`config.mk`:
```
export PLATFORM = sky130hd
export DESIGN_NAME = demux_4x1
export DESIGN_NICKNAME = d
export VERILOG_FILES = /design/src/rtl/demux_pkg.sv /design/src/rtl/demux_sel_decode.sv /design/src/rtl/demux_4x1.sv
export SDC_FILE = /design/constraint.sdc
export NUM_CORES = 1
export LEC_CHECK = 0
export ABC_CLOCK_PERIOD_IN_PS = 960
export BUFFER_PORTS_ARGS = -buffer_cell sky130_fd_sc_hd__buf_2
export CAP_MARGIN = 10
export CORE_AREA = 4 4 41 43
export DETAILED_ROUTE_END_ITERATION = 16
export DIE_AREA = 0 0 45 47
export PLACE_DENSITY_LB_ADDON = 0.12
export REMOVE_ABC_BUFFERS = 1
export SLEW_MARGIN = 20
export SYNTH_ARGS = -nofsm -noshare
export SYNTH_HDL_FRONTEND = slang
export SYNTH_SLANG_ARGS = --single-unit
```
`constraint.sdc`:
```
create_clock -name clk -period 0.96 [get_ports clk]
set_clock_uncertainty 0.15 [all_clocks]
set_input_delay 0.096 -clock clk [delete_from_list [all_inputs] [get_ports clk]]
set_output_delay 0.096 -clock clk [all_outputs]
set_load 0.1 [all_outputs]
```
`src/rtl/demux_pkg.sv`:
```
// Shared select encodings and the one-hot helper used by the 1-to-4 demux.
package demux_pkg;

    typedef logic [1:0] sel_t;

    localparam sel_t SEL_Y0 = 2'b00;
    localparam sel_t SEL_Y1 = 2'b01;
    localparam sel_t SEL_Y2 = 2'b10;
    localparam sel_t SEL_Y3 = 2'b11;

    function automatic logic [3:0] onehot4(input sel_t sel);
        logic [3:0] oh;
        oh = 4'b0000;
        case (sel)
            SEL_Y0:  oh = 4'b0001;
            SEL_Y1:  oh = 4'b0010;
            SEL_Y2:  oh = 4'b0100;
            SEL_Y3:  oh = 4'b1000;
            default: oh = 4'b0000;
        endcase
        return oh;
    endfunction

endpackage

```
`src/rtl/demux_sel_decode.sv`:
```
// Combinational 2-to-4 one-hot decoder; all outputs low when disabled.
module demux_sel_decode
    import demux_pkg::*;
(
    input  sel_t       sel,
    input  logic       en,
    output logic [3:0] dec
);

    always_comb begin
        dec = 4'b0000;
        if (en) begin
            dec = onehot4(sel);
        end
    end

endmodule

```
`src/rtl/demux_4x1.sv`:
```
// Registered 1-to-4 demultiplexer: d is steered to one of y0..y3, the rest
// are held at zero; route/out_valid describe the sample on the outputs.
module demux_4x1
    import demux_pkg::*;
#(
    parameter int WIDTH = 1
) (
    input  logic             clk,
    input  logic             rst_n,
    input  logic             en,
    input  logic             s0,
    input  logic             s1,
    input  logic [WIDTH-1:0] d,
    output logic [WIDTH-1:0] y0,
    output logic [WIDTH-1:0] y1,
    output logic [WIDTH-1:0] y2,
    output logic [WIDTH-1:0] y3,
    output logic [3:0]       route,
    output logic             out_valid
);

    sel_t             sel;
    logic [3:0]       dec;
    logic [WIDTH-1:0] y0_d, y1_d, y2_d, y3_d;
    logic [WIDTH-1:0] y0_q, y1_q, y2_q, y3_q;
    logic [3:0]       route_q;
    logic             valid_q;

    assign sel = {s1, s0};

    demux_sel_decode u_dec (
        .sel (sel),
        .en  (en),
        .dec (dec)
    );

    // Each decode bit masks d, so unselected outputs are forced to zero.
    always_comb begin
        y0_d = d & {WIDTH{dec[0]}};
        y1_d = d & {WIDTH{dec[1]}};
        y2_d = d & {WIDTH{dec[2]}};
        y3_d = d & {WIDTH{dec[3]}};
    end

    always_ff @(posedge clk or negedge rst_n) begin
        if (!rst_n) begin
            y0_q    <= '0;
            y1_q    <= '0;
            y2_q    <= '0;
            y3_q    <= '0;
            route_q <= 4'b0000;
            valid_q <= 1'b0;
        end else begin
            y0_q    <= y0_d;
            y1_q    <= y1_d;
            y2_q    <= y2_d;
            y3_q    <= y3_d;
            route_q <= dec;
            valid_q <= en;
        end
    end

    assign y0        = y0_q;
    assign y1        = y1_q;
    assign y2        = y2_q;
    assign y3        = y3_q;
    assign route     = route_q;
    assign out_valid = valid_q;

endmodule

```
==> results.md <==
* Final GP Congestion at roughly 0.70
* Fillers at about 130
* Syn-to-layout area delta at 95.08%
* Vias in the first global route at roughly 200
* Leading area contributor after synthesis: dfrtp_1
* Pre-Repair DR Iteration Count at 1
* Final Cell Area at a little under 600 sq um
* Initial antenna violation count at 0
* Layout Cells excl Fill at 54
* Critical Path Fanout Max at 1
* Max-slew violations at 0
* Slowest cell on the critical path: dfrtp_1
* Post-synth cell types at 7
* Crit path max-delay family: flip-flops
* RSZ-0062 raised after global routing: true
* Worst-path clk slew at approximately 0.06 ns
* Final net count at between 40 and 50
* Required time worst endpoint at approximately 0.71 ns
* Final period util at 111.9%
* Clk buf depth at 2
* Initial Utilization at 23.46%
* Leakage at around 0.29 nW
* Global route overflow at 0
* Largest net degree at the start of global routing at 10
* Worst-path cell chain: buf_12
* Slew HR at between 80 and 90%
* Antenna diode count at 0
* Setup violators final at 9
* Area occupied by multi-input gates at between 80 and 90 sq um
* DRT Wirelength at approximately 630 microns
* Fraction of layout cells with a size suffix above 1 at 61.54%
* Fmax at roughly 930 MHz
* CP Launch Type: flop
* Post-route setup slack at -0.1146 ns
* Post-cts sizing count at 0
* Root Driver: clkbuf_4
* Minimum clock period at roughly 1.1 ns
* Worst hold path type: primary input to flop
* CP endpoint kind: output pin
* ANT nets after route at 0
* Actual slew at the worst max-slew pin at a little under 0.2 ns
* Via count at about 220
* Vias per std cell at about 4.1
* Hold_sp: d
* Cell Rows at 13
* Die Wd at 45 microns
* Core area at between 1000 and 1500 sq um
* Pwr Density at 1495 nW/um^2
* Critical Path Source: route[3]$_DFF_PN0_
* Wirelength per Cell at approximately 12 microns
* Area share of the largest cell type after synthesis at 73.77%
* DRC viols at 0
* H-Tree Depth at 1
* Most frequent cells in the layout: dfrtp_1, buf_12, buf_2, dlygate4sd3_1, clkbuf_4
* Synthesized area at slightly above 300 sq um
* Post-DP Area at between 500 and 600 sq um
* MaxCap Viol Count at 0
* Synth top area cells: dfrtp_1, and4b_2, and3b_2, and4bb_2, and4_2
* I/O pins at 15
* TNS Setup at -0.9767 ns
* Sequential area share after synthesis at 73.77%
* Worst path max stage delay at ~0.4 ns
* Worst Hold Slack at around 0.017 ns
* WP buf/inv at 1
* Reg area at about 230 sq um
* Synth Register Bits at 9
* CTS sink count at 9
* Pre-CTS setup slack at around 0.16 ns
* Total GRT Usage at under 10%
* Total power at 0.8905 mW
* Die Area at between 2000 and 2500 sq um
* Cells after DPL at 46
* Final Hold Vio Count at 0
* CP Class: flop to output pin
* CTS buffer count at 3
* Final core occ at a little under half
* First-pass GRT wire length at around 900 microns
* VDD IR-drop max at roughly 0.0006 V
* Yosys Warn Count at 0
* CTS tree: yes
* Status: finished with violations
* DRT iter0 DRCs at 0
* Failing checks: setup timing
* CP Data Arrival Time at around 0.83 ns
* Avg Inst Size Synth at approximately 18 sq um
* Die H at between 40 and 50 microns
* Syn Inst Count at 17
* Port bufs at 14
-- cell type report --
class | instances | area share (%)
clock buffer | 4 | 4.412
multi-input combinational | 8 | 13.45
sequential | 9 | 37.82
tap | 15 | 3.151
timing repair buffer | 18 | 41.18
-- worst paths after layout --
check                                     end  slack (ns)  cells after the start
setup / recovery                     route[3]       -0.11                      1
hold / removal                   y2$_DFF_PN0_        0.02                      2
max in group asynchronous  route[0]$_DFF_PN0_        0.42                      2
min in group asynchronous        y1$_DFF_PN0_        0.07                      2
-- cell families (layout without fill, tap and decap cells) --
family                 after synthesis  in the layout  share of synthesized area [%]
flip-flops                           9              9                          73.77
AND/OR/NAND/NOR                      8              8                          26.23
buffers and inverters                0             22                              0
-- Yosys cell counts --
library cell  instances
dfrtp_1               9
and3b_2               2
and4b_2               2
and3_2                1
and4_2                1
and4bb_2              1
nor3b_1               1
-- registers in the layout, summed over array words and instances (netlist names) --
name	cells
y2	1
y1	1
y3	1
out_valid	1
route	4
y0	1
-- report_power, final --
group          total, mW  switching [mW]  leakage [nW]  internal, mW
clock              0.283           0.124        0.0150         0.160
sequential         0.403          0.0105         0.120         0.392
combinational      0.204           0.126         0.150        0.0777
-- per-layer routing --
layer  wire, microns  up-vias  GRT usage [%]  share of wire, %
li1                -      107              -                 -
met1             241       99          6.132                38
met2             292       12          9.887                46
met3              71        4          3.831                11
met4              22        0          8.772               3.5
met5               0        -              0                 0
-- repair_timing --
action | CTS | global route
setup endpoints to repair | 9 | 10
endpoints found under the hold margin | 11 | 2
hold buffers | 4 | 1
setup buffers | 0 | 0
pin swaps | 0 | 0
(Power assumes the default switching activity.)
